--- config.mk ---
export PLATFORM = sky130hd
export DESIGN_NAME = servo_pwm_driver
export DESIGN_NICKNAME = d
export VERILOG_FILES = /design/src/rtl/servo_pwm_driver.sv
export SDC_FILE = /design/constraint.sdc
export NUM_CORES = 1
export LEC_CHECK = 0
export ABC_AREA = 1
export BUFFER_PORTS_ARGS = -buffer_cell sky130_fd_sc_hd__buf_2
export CAP_MARGIN = 25
export CORE_AREA = 2 2 133 161
export DETAILED_ROUTE_END_ITERATION = 7
export DIE_AREA = 0 0 135 163
export GPL_TIMING_DRIVEN = 0
export REMOVE_ABC_BUFFERS = 1
export SLEW_MARGIN = 10
export SYNTH_ARGS = -nofsm -noshare
export SYNTH_HDL_FRONTEND = slang
export SYNTH_SLANG_ARGS = --single-unit
--- constraint.sdc ---
create_clock -name clk -period 11.25 [get_ports clk]
set_input_delay 2.25 -clock clk [delete_from_list [all_inputs] [get_ports clk]]
set_output_delay 2.25 -clock clk [all_outputs]
set_load 0.005 [all_outputs]
--- src/rtl/servo_pwm_driver.sv ---
// Four-channel servo PWM driver with edge-detected command intake and frame-aligned width updates.
// Optional status outputs (last_servo, cmd_count) are enabled by defining SERVO_STATUS_EN.
module servo_pwm_driver #(
    parameter int CLK_PER_FRAME = 1000000,
    parameter int MIN_PULSE     = 50000,
    parameter int STEP          = 196
) (
    input  logic       clk,
    input  logic       reset,
    input  logic [9:0] instruction,
    input  logic       instruction_ready,
    output logic       cmd_ack,
    output logic [3:0] pwm
`ifdef SERVO_STATUS_EN
    ,
    output logic [1:0] last_servo,
    output logic [7:0] cmd_count
`endif
);

    localparam int CW = $clog2(CLK_PER_FRAME);
    localparam logic [CW-1:0] LAST = CW'(CLK_PER_FRAME - 1);
    localparam logic [31:0] MIN_W = 32'(MIN_PULSE);
    localparam logic [31:0] STEP_W = 32'(STEP);

    typedef enum logic [1:0] {
        IDLE  = 2'd0,
        LATCH = 2'd1,
        ACK   = 2'd2
    } state_t;

    state_t state;
    state_t next_state;

    logic          rdy_q;
    logic          new_cmd;
    logic [9:0]    instr_reg;
    logic [CW-1:0] frame_cnt;
    logic          wrap;
    logic          latch_we;
    logic [7:0]    pending [4];
    logic [7:0]    active  [4];
    logic [3:0]    dirty;
    logic [31:0]   width   [4];

    assign new_cmd  = instruction_ready & ~rdy_q;
    assign wrap     = (frame_cnt == LAST);
    assign latch_we = (state == LATCH);

    always_ff @(posedge clk) begin
        if (reset) begin
            state <= IDLE;
        end else begin
            state <= next_state;
        end
    end

    always_comb begin
        next_state = IDLE;
        case (state)
            IDLE:    next_state = new_cmd ? LATCH : IDLE;
            LATCH:   next_state = ACK;
            ACK:     next_state = IDLE;
            default: next_state = IDLE;
        endcase
    end

    always_comb begin
        cmd_ack = (state == ACK);
    end

    // rdy_q starts high so a level held through reset is not a fresh command
    always_ff @(posedge clk) begin
        if (reset) begin
            rdy_q     <= 1'b1;
            instr_reg <= '0;
        end else begin
            rdy_q <= instruction_ready;
            if (state == IDLE && new_cmd) begin
                instr_reg <= instruction;
            end
        end
    end

    always_ff @(posedge clk) begin
        if (reset) begin
            frame_cnt <= '0;
        end else if (wrap) begin
            frame_cnt <= '0;
        end else begin
            frame_cnt <= frame_cnt + CW'(1);
        end
    end

    // A LATCH write landing on the wrap cycle keeps dirty set for the next frame
    always_ff @(posedge clk) begin
        if (reset) begin
            dirty <= '0;
            for (int i = 0; i < 4; i++) begin
                pending[i] <= 8'd128;
                active[i]  <= 8'd128;
            end
        end else begin
            for (int i = 0; i < 4; i++) begin
                if (wrap && dirty[i]) begin
                    active[i] <= pending[i];
                    dirty[i]  <= 1'b0;
                end
                if (latch_we && instr_reg[9:8] == 2'(i)) begin
                    pending[i] <= instr_reg[7:0];
                    dirty[i]   <= 1'b1;
                end
            end
        end
    end

    always_comb begin
        for (int i = 0; i < 4; i++) begin
            width[i] = MIN_W + 32'(active[i]) * STEP_W;
        end
    end

    always_ff @(posedge clk) begin
        if (reset) begin
            pwm <= '0;
        end else begin
            for (int i = 0; i < 4; i++) begin
                pwm[i] <= (32'(frame_cnt) < width[i]);
            end
        end
    end

`ifdef SERVO_STATUS_EN
    always_ff @(posedge clk) begin
        if (reset) begin
            last_servo <= '0;
            cmd_count  <= '0;
        end else begin
            if (state == LATCH) begin
                last_servo <= instr_reg[9:8];
            end
            if (state == ACK) begin
                cmd_count <= cmd_count + 8'd1;
            end
        end
    end
`endif

endmodule

### Yosys cells after proc, flatten, opt, wreduce, memory -nomap -nowiden

Memories as Yosys holds them, arrays and structs flattened.
Index checks and enable logic that the tools add are counted.

| storage, ports and cells | value |
|---|---|
| word-level logic and storage cells | 100 |
| memories | 2 |
| RAM bits | 64 |
| bits of input ports | 13 |
| flip-flop bits (word level) | 41 |

Memories:

| name | depth | width | rd ports | clocked after Yosys merged registers in | write ports | line | RTL |
|---|---|---|---|---|---|---|---|
| active | 4 | 8 | 4 | 0 | 4 | 42 | `logic [7:0] active [4];` |
| pending | 4 | 8 | 4 | 0 | 4 | 41 | `logic [7:0] pending [4];` |

| operators by class | value |
|---|---|
| bitwise gates (word level) | 10 |
| equal/unequal tests | 6 |
| add/sub/neg operators | 5 |
| multipliers | 4 |
| reduce and logical (&&, ||, !) cells | 16 |
| muxes and demuxes | 44 |
| $lt $le $gt $ge | 4 |

Operators with widths:

| cell | count |
|---|---|
| $lt A20 B17 Y1 | 4 |
| $add A16 B16 Y17 const A | 4 |
| $mux W8 | 8 |
| $mul A8 B6 Y14 const B | 4 |
| $mux W1 | 35 |
| $add A20 B1 Y20 const B | 1 |
| $eq A20 B20 Y1 const B | 1 |
| $logic_and A1 B1 Y1 | 9 |
| $or A1 B1 Y1 | 8 |
| $reduce_bool A2 Y1 | 4 |
| $eq A2 B2 Y1 const B | 3 |
| $eq A2 B1 Y1 const B | 2 |
| $logic_not A2 Y1 | 2 |
| $pmux W2 S2 | 1 |
| $reduce_or A2 Y1 | 1 |
| $and A1 B1 Y1 | 1 |
| $not A1 Y1 | 1 |

### Depth between registers and ports, before layout

Gate-level depths: netlist (run 1).

| depth | value |
|---|---|
| depth in word-level cells | 6 |
| mapped depth | 23 |
| depth with buffers taken out | 23 |

### Least setup slack after synthesis (run 1)

No wires, ideal clock.

| timing | value |
|---|---|
| kind | register -> register |
| start point | memory active[0][2] |
| end point | register pwm[0] |
| data arrival time | 3.556 ns |
| slack | 7.567 ns |
| cell stages (with the launch flop) | 21 |
| path buffers | 0 |
| library setup time | 0.128 ns |
| path through | edfxtp_1 -> ha_1 -> fa_1 -> ha_1 -> ha_1 -> inv_1 -> fa_1 -> inv_1 -> nor2_1 -> nand2_1 -> nand2_1 -> nor3_1 -> nand2_1 -> nand2_1 -> nand2_1 -> ha_1 -> nand2_1 -> nor3_1 -> nand3b_1 -> nand3_1 -> nor2_1 |

RTL lines:

| element | line | RTL |
|---|---|---|
| from (decl) | 42 |  |
| to (signal, indexed assignment) | 128 | `pwm[i] <= (32'(frame_cnt) < width[i]);` |
| to (decl) | 13 | `output logic [3:0] pwm` |

==> results of run 1 <==
[cell usage in the layout, fill, tap and decap left out, types with 7 or more instances in the layout]
| cell | instances |
|---|---|
| a21oi_1 | 66 |
| buf_2 | 19 |
| clkbuf_16 | 9 |
| dfxtp_1 | 41 |
| edfxtp_1 | 64 |
| fa_1 | 12 |
| ha_1 | 173 |
| inv_1 | 184 |
| nand2_1 | 251 |
| nand3_1 | 59 |
| nand4_1 | 25 |
| nor2_1 | 116 |
| nor2_2 | 15 |
| nor3_1 | 25 |
| o21ai_0 | 28 |
| or2_2 | 8 |
| xnor2_1 | 7 |
| xor2_1 | 27 |
[routing by layer]
metal,routed length (um),track usage,vias to the layer above
met4,204,0.0473,0
met5,0,0,-
met1,8400,0.218,3088
li1,-,-,3799
met2,9000,0.322,70
met3,575,0.0240,15
[report_power, final]
group | switching, uW | internal, uW
clock network | 147 | 175
registers | 9.20 | 420
logic | 297 | 184
total | 453 | 780
[cell families (layout without fill, tap and decap cells)]
logic type,count (synthesis),count (layout),share of synthesized area
simple gates,517,517,0.253
buf+inv,198,223,0.0842
fa+ha+maj,185,185,0.266
compound gates,105,105,0.0606
flops,105,105,0.303
xor+xnor,34,34,0.0329
[worst paths after layout]
kind	to	slack (ps)	from	depth (start not counted)
worst max-delay path	pwm[0]	7190	active[0][1]	18
worst min-delay path	frame_cnt[0]	450	frame_cnt[0]	1
worst max register to register	pwm[0]	7190	active[0][1]	18
worst min register to register	frame_cnt[0]	450	frame_cnt[0]	1
[area by class of cell]
class,instances,area [um2]
clock inverter,6,76.3
timing repair buffer,20,123
multi-input combinational,841,5540
sequential,105,2740
inverter,188,711
tap,270,338
fill,2078,10900
clock buffer,9,225
[worst reg2reg max path, delay by kind of cell, from the launching register on]
| kind | cells | cell delay (ps) |
|---|---|---|
| DFF | 1 | 450 |
| buffers and inverters | 2 | 160 |
| adders and majority gates | 6 | 2090 |
| AOI/OAI and AO/OA | 1 | 300 |
| and+or+nand+nor | 9 | 940 |
[through the flow]
| step | std cells | utilization |
|---|---|---|
| after global routing | 1439 | 0.474 |
| after floorplan | 1134 | - |
| after detailed placement | 1422 | 0.457 |
| after global placement | 1421 | 0.457 |
| after CTS | 1437 | 0.472 |
| final | 1439 | 0.474 |
==> impl_metrics.tcl, run 1 <==
set metrics [dict create \
    outcome "complete, no violations" \
    drt-vias-per-instance 4.85 \
    gr-total-overflow 0 \
    worst_slew_pin_slew_ps 779 \
    wirelength_mm 18.2 \
    cp_max_fo 4 \
    period_share 0.361 \
    critPathRequiredTime_ps 11480 \
    htreeDepth 3 \
    drive_above_1_share 0.0624 \
    finalSetupViolCount 0 \
    cp_top_family "adder cells" \
    rows 58 \
    powerDensity_nw_per_um2 126 \
    grt_max_degree 31 \
    cts-root-to-sink-buffers 2 \
    cts_setup_buffers 0 \
    fp.dieArea_um2 22000 \
    postCtsHoldBufs 0 \
    ys_warn_count 0 \
    vdd_drop_max_mv 0.120 \
    synth_top_cells_by_count "251 x nand2_1, 184 x inv_1, 173 x ha_1" \
    yosysTopAreaCell "ha_1" \
    yosys.area.top_type_share 0.239 \
    crit_type "register to register" \
    hpwlAfterDp_mm 14.5 \
    grt_pass1_wl_mm 30.9 \
    clk_pin_slew_ps 70 \
    hold_viol 0 \
    synth_ff_type "edfxtp_1" \
    drtIter0Drc 314 \
    period_needed_ps 4060 \
    worstPathArrival_ps 4290 \
    start_util 0.439 \
    ant_nets 0 \
    max_slew_margin 0.479 \
    synthDistinctLibCells 34 \
    startpoint_type "register" \
    cts_sinks 105 \
    grt_usage 0.177 \
    synth_area_um2 9050 \
    synth-seq-area-share 0.303 \
    slowest_stage "fa_1" \
    routabilityCongestion 0.784 \
    worst_slack_ps 7190 \
    synthTopCellsByArea "ha_1 24%, edfxtp_1 21%, nand2_1 10%" \
    synth_enable_flop_cells 64 \
    async_flop_share 0 \
    max_freq_mhz 246 \
    drcViolationCount 0 \
    vias 6972 \
    rsz0062_at_grt "false" \
    yosysMostFrequentCell "nand2_1" \
    io_pins 18 \
    core_um2 20600 \
    ys_ff_latch 105 \
    timing.hold.ws_ps 454 \
    place_area_um2 9430 \
    io_buffers 17 \
    tns_ps 0 \
    wl_per_cell_um 12.6 \
    maxCapViolCount 0 \
    syn_area_per_cell_um2 7.91 \
    power_leakage_uw 0.00486 \
    largestRegisters "active x32, pending x32, frame_cnt x20" \
    postCtsResizedCells 0 \
    p_total_uw 1230 \
    first_global_vias 6726 \
    fin_nets 1363 \
    antenna_found_initial 0 \
    critPathMaxStageDelay_ps 460 \
    dieHeight_um 163 \
    critPathBufInv 2 \
    holdCritPathClass "register to register" \
    slew_viol_final 0 \
    endpoint_kind "register" \
    cts_root_buf "clkbuf_16" \
    numCtsBuffers 9 \
    synth_cells 1144 \
    skew_ps 8.92 \
    pre_cts_ws_ps 6740 \
    die_w_um 135 \
    critPathMostFrequentCell "ha_1" \
    diodes 0 \
    fin_area_um2 9760 \
    firstDrtPassIters 4 \
    area_delta_synth_final_pct 7.85 \
    clk_latency_ps 360 \
    cts_tree "yes" \
    cp_cell_sequence "ha_1 > fa_1 > ha_1 > ha_1 > inv_1 > fa_1 > inv_1 > nor2_1 > a21oi_1 > nand3_1 > nand3_1 > nand2_1 > ha_1 > nand2_1 > nor3_1 > nand3b_1 > nand3_1 > nor2_1" \
]
Note: power is estimated with default switching activity, not from simulation.
==> run 2, diff against run 1 <==
Clock period 11.25 ns to 3.3 ns, I/O delays scaled along.
==> run 2 against run 1 <==
Effect of this change: the run now ends with setup timing left; total power grew to 3.7 times the previous value; sequential cell count unchanged; clock skew barely moved; clock power rose to 3.4 times the previous value; setup slack worse by 7700 ps; register-to-register slack got worse by 7700 ps; non-clock buffer count increased by 26; first-iteration DRC count is 7.0% lower.
==> impl_metrics.tcl, run 2 (same netlist as run 1, synthesis figures left out) <==
set metrics [dict create \
    grt_max_degree 31 \
    nFillCells 1997 \
    cp_cell_sequence "ha_1 > fa_1 > ha_1 > inv_1 > fa_2 > inv_2 > nor2_4 > nand2_1 > nand2_2 > inv_2 > nand3_2 > nand2_1 > nor2_1 > ha_1 > nand2_1 > nor3_2 > nand3b_1 > nand3_1 > nor2_2" \
    drtIter0Drc 292 \
    max_freq_mhz 264 \
    drcViolationCount 0 \
    layout_common_cells "226 x nand2_1, 171 x inv_1, 157 x ha_1, 106 x nor2_1, 64 x edfxtp_1" \
    holdCritPathClass "register to register" \
    gr-total-overflow 0 \
    hpwlAfterDp_mm 14.5 \
    drt-vias-per-instance 4.89 \
    worst_slew_pin_slew_ps 778 \
    powerDensity_nw_per_um2 442 \
    vdd_drop_max_mv 0.424 \
    pwr-share-clk 0.239 \
    power_leakage_uw 0.00500 \
    hp-start "frame_cnt[0]" \
    period_needed_ps 3790 \
    area_delta_synth_final_pct 14.9 \
    rr_startpoint "active[3][2]" \
    p_sw_uw 1740 \
    hold_viol 0 \
    timing.hold.ws_ps 452 \
    antenna_found_initial 0 \
    die_w_um 135 \
    routabilityCongestion 0.784 \
    maxCapViolCount 0 \
    finalSetupViolCount 4 \
    worstPathArrival_ps 4020 \
    outcome "finished, violations left" \
    ant_nets 0 \
    fp.dieArea_um2 22000 \
    seq_power_share 0.319 \
    critPathMaxStageDelay_ps 580 \
    grt_usage 0.182 \
    layout_commonest_cell "nand2_1" \
    cts_root_buf "clkbuf_16" \
    fin_nets 1389 \
    cp_top_family "adder cells" \
    p_total_uw 4590 \
    dieHeight_um 163 \
    clk_latency_ps 360 \
    io_buffers 17 \
    internal-power_uw 2850 \
    failed_checks "setup timing" \
    largestRegisters "active x32, pending x32, frame_cnt x20" \
    start_util 0.439 \
    cp_max_fo 3 \
    diodes 0 \
    cts_tree "yes" \
    endpoint_kind "register" \
    io_pins 18 \
    grt_pass1_wl_mm 31.8 \
    critPathRequiredTime_ps 3530 \
    numCtsBuffers 9 \
    pwr-share-comb 0.441 \
    vias 7162 \
    first_global_vias 6912 \
    cts_sinks 105 \
    slew_viol_final 0 \
    utilization 0.504 \
    wl_per_cell_um 12.9 \
    startpoint "active[3][2]" \
    startpoint_type "register" \
    max_slew_margin 0.480 \
    rsz0062_at_grt "true" \
    skew_ps 9.35 \
    core_um2 20600 \
    wirelength_mm 18.9 \
    clk_pin_slew_ps 70 \
    drive_above_1_share 0.160 \
    swShare 0.380 \
    worst_slack_ps -490 \
    cts-root-to-sink-buffers 2 \
    period_share 1.15 \
    slowest_stage "fa_2" \
    firstDrtPassIters 4 \
    critPathBufInv 3 \
    htreeDepth 3 \
    crit_type "register to register" \
    rows 58 \
]
-- run 2: cell types whose count changed in the layout (fill, tap and decap cells not counted), moves of 12 or more --
cell     delta
nand2_2    +25
inv_2      +13
buf_4      +25
ha_4       +12
nand2_1    -25
inv_1      -13
ha_1       -16
-- run 2: final cells by class --
cell class	count	area (um2)	area share
Inverter	188	711	0.0684
Clock buffer	9	225	0.0217
Multi-Input combinational cell	841	5980	0.575
Sequential cell	105	2740	0.264
Tap cell	270	338	0.0325
Timing Repair Buffer	46	322	0.0309
Clock inverter	6	76.3	0.00734
-- run 2: power groups by stage --
stage | logic, uW | registers [uW] | clock network [uW]
2_1_floorplan | 1340 | 1480 | 0
3_3_place_gp | 1630 | 1490 | 0
3_5_place_dp | 1650 | 1490 | 0
4_1_cts | 1890 | 1470 | 1110
5_1_grt | 2360 | 1470 | 1160
6_report | 2030 | 1470 | 1100
-- run 2: path summary, 6_finish.rpt --
check / endpoint / slack [ps] / cells after the start
max: pwm[3] / -490 / 19
min: frame_cnt[0] / 450 / 1
max reg2reg: pwm[3] / -490 / 19
min reg2reg: frame_cnt[0] / 450 / 1
-- run 2: per-stage QoR --
stage,setup WS (ps),instances,cell area [um2],setup TNS (ps)
after global routing,-730,1465,10400,-2780
after CTS,-554,1454,10100,-1990
final,-490,1465,10400,-1880
after global placement,-736,1421,9420,-2720
after floorplan,-366,1134,9000,-1360
after detailed placement,-795,1422,9430,-2960
-- run 2: metal layers --
layer / global-route usage / part of all wire
met3: 0.0243 / 0.032
met4: 0.0455 / 0.0099
met1: 0.222 / 0.45
met2: 0.335 / 0.50
met5: 0 / 0
-- run 2: timing repair --
item,4_1_cts,5_1_grt
pin swaps,45,33
setup endpoints to repair,4,4
gates resized for setup,77,32
buffers inserted,17,9
hold buffers,0,0
-- run 2: worst reg2reg max path, delay by kind of cell, from the launching register on --
family | cells | cell delay (ps)
DFF | 1 | 450
adders and majority gates | 5 | 1900
buffers and inverters | 3 | 170
and+or+nand+nor | 11 | 1140
==> run 3, diff against run 2 <==
Settings changed: MAX_ROUTING_LAYER set to met4.
==> run 3 against run 2 <==
Effect of this change: the run still ends with setup timing left; via count about the same; utilization down 0.061 points; setup slack worse by 2.0 ps; highest routed layer unchanged.
==> impl_metrics.tcl, run 3 (same netlist as run 1, synthesis figures left out) <==
set metrics [dict create \
    reg2reg_slack_ps -490 \
    numCtsBuffers 9 \
    diodes 0 \
    power_leakage_uw 0.00500 \
    period_share 1.15 \
    cts_tree "yes" \
    io_buffers 17 \
    io_pins 18 \
    grt_pass1_wl_mm 31.8 \
    max_slew_margin 0.481 \
    cts_root_buf "clkbuf_16" \
    vdd_drop_max_mv 0.427 \
    layout_common_cells "226 x nand2_1, 171 x inv_1, 157 x ha_1, 106 x nor2_1, 64 x edfxtp_1" \
    routabilityCongestion 0.795 \
    rr_startpoint "active[3][2]" \
    maxCapViolCount 0 \
    vias 7167 \
    critPathRequiredTime_ps 3530 \
    core_um2 20600 \
    period_needed_ps 3790 \
    max_freq_mhz 264 \
    hpwlAfterDp_mm 14.5 \
    layout_commonest_cell "nand2_1" \
    first_global_vias 6907 \
    powerDensity_nw_per_um2 442 \
    dieHeight_um 163 \
    wirelength_mm 18.9 \
    failed_checks "setup timing" \
    ant_nets 0 \
    rows 58 \
    pre_cts_ws_ps -795 \
    p_total_uw 4590 \
    worst_slack_ps -492 \
    drt-vias-per-instance 4.89 \
    drive_above_1_share 0.160 \
    worst_slew_pin_slew_ps 776 \
    finalSetupViolCount 4 \
    cp_max_fo 3 \
    hold_path_end "frame_cnt[0]" \
    area_delta_synth_final_pct 14.7 \
    clk_pin_slew_ps 70 \
    hold-path-cell-count 1 \
    clk_latency_ps 360 \
    firstDrtPassIters 4 \
    startpoint_type "register" \
    hold_viol 0 \
    htreeDepth 3 \
    wl_per_cell_um 12.9 \
    antenna_found_initial 0 \
    r2r_end "pwm[3]" \
    fp.dieArea_um2 22000 \
    hp-start "frame_cnt[0]" \
    drtIter0Drc 308 \
    gr-total-overflow 0 \
    skew_ps 8.90 \
    grt_usage 0.187 \
    fin_nets 1389 \
    start_util 0.439 \
    grt_max_degree 31 \
    drcViolationCount 0 \
    holdCritPathClass "register to register" \
    slew_viol_final 0 \
    postCtsHoldBufs 0 \
    cts-root-to-sink-buffers 2 \
    crit_type "register to register" \
    largestRegisters "active x32, pending x32, frame_cnt x20" \
    cts_sinks 105 \
    die_w_um 135 \
    worstPathArrival_ps 4020 \
    outcome "finished, violations left" \
    endpoint_kind "register" \
    rsz0062_at_grt "true" \
    reg2reg_depth 19 \
]
run 3: cell types whose count changed in the layout (fill, tap and decap cells not counted):
cell and change:
buf_16 -1, buf_8 +1
run 3: metrics by stage:
| step | setup TNS, ps | utilization | area [um2] | hold WS, ps | cells |
|---|---|---|---|---|---|
| 5_1_grt | -2780 | 0.504 | 10400 | 473 | 1465 |
| 6_report | -1860 | 0.504 | 10400 | 452 | 1465 |
| 4_1_cts | -1990 | 0.492 | 10100 | 456 | 1454 |
| 3_3_place_gp | -2720 | 0.457 | 9420 | 432 | 1421 |
| 2_1_floorplan | -1360 | - | 9000 | 418 | 1134 |
| 3_5_place_dp | -2960 | 0.457 | 9430 | 440 | 1422 |
run 3: worst max-delay path, cell delays in order, from the launching register on:
cell and delay [ps]:
edfxtp_1 450, ha_1 380, fa_1 460, ha_1 320, inv_1 80, fa_2 580, inv_2 50, nor2_4 140
nand2_1 80, nand2_2 120, inv_2 40, nand3_2 70, nand2_1 50, nor2_1 130, ha_1 160, nand2_1 70
nor3_2 220, nand3b_1 110, nand3_1 110, nor2_2 40
run 3: worst max path at each step:
stage | start | to | cells after the start
2_1_floorplan | active[0][2] | pwm[0] | 20
3_3_place_gp | active[0][1] | pwm[0] | 18
3_5_place_dp | active[0][1] | pwm[0] | 18
4_1_cts | active[3][1] | pwm[3] | 20
5_1_grt | active[3][2] | pwm[3] | 20
6_report | active[3][2] | pwm[3] | 19
run 3: layout make-up:
cell class | instances | area, um2
Multi-Input combinational cell | 841 | 5980
Timing Repair Buffer | 46 | 309
Fill cell | 1998 | 10200
Tap cell | 270 | 338
Inverter | 188 | 711
Clock buffer | 9 | 225
Sequential cell | 105 | 2740
Clock inverter | 6 | 76.3
run 3: metal layers:
layer,GRT usage,vias up,share of wire
met3,0.0240,13,0.035
met4,0.0455,0,0.010
met1,0.222,3220,0.45
met5,-,-,0
li1,-,3851,-
met2,0.335,83,0.51
run 3: where the power goes:
part	switching [uW]	internal (uW)	leakage (uW)	total [uW]
clock network	500	597	0.000142	1100
registers	34.6	1430	0.000944	1470
logic	1210	816	0.00391	2020
total	1740	2850	0.00500	4590
run 3: timing repair:
action,in CTS,in global routing
pin swaps,45,33
setup endpoints to repair,4,4
gates resized for setup,77,32
buffers inserted,17,9
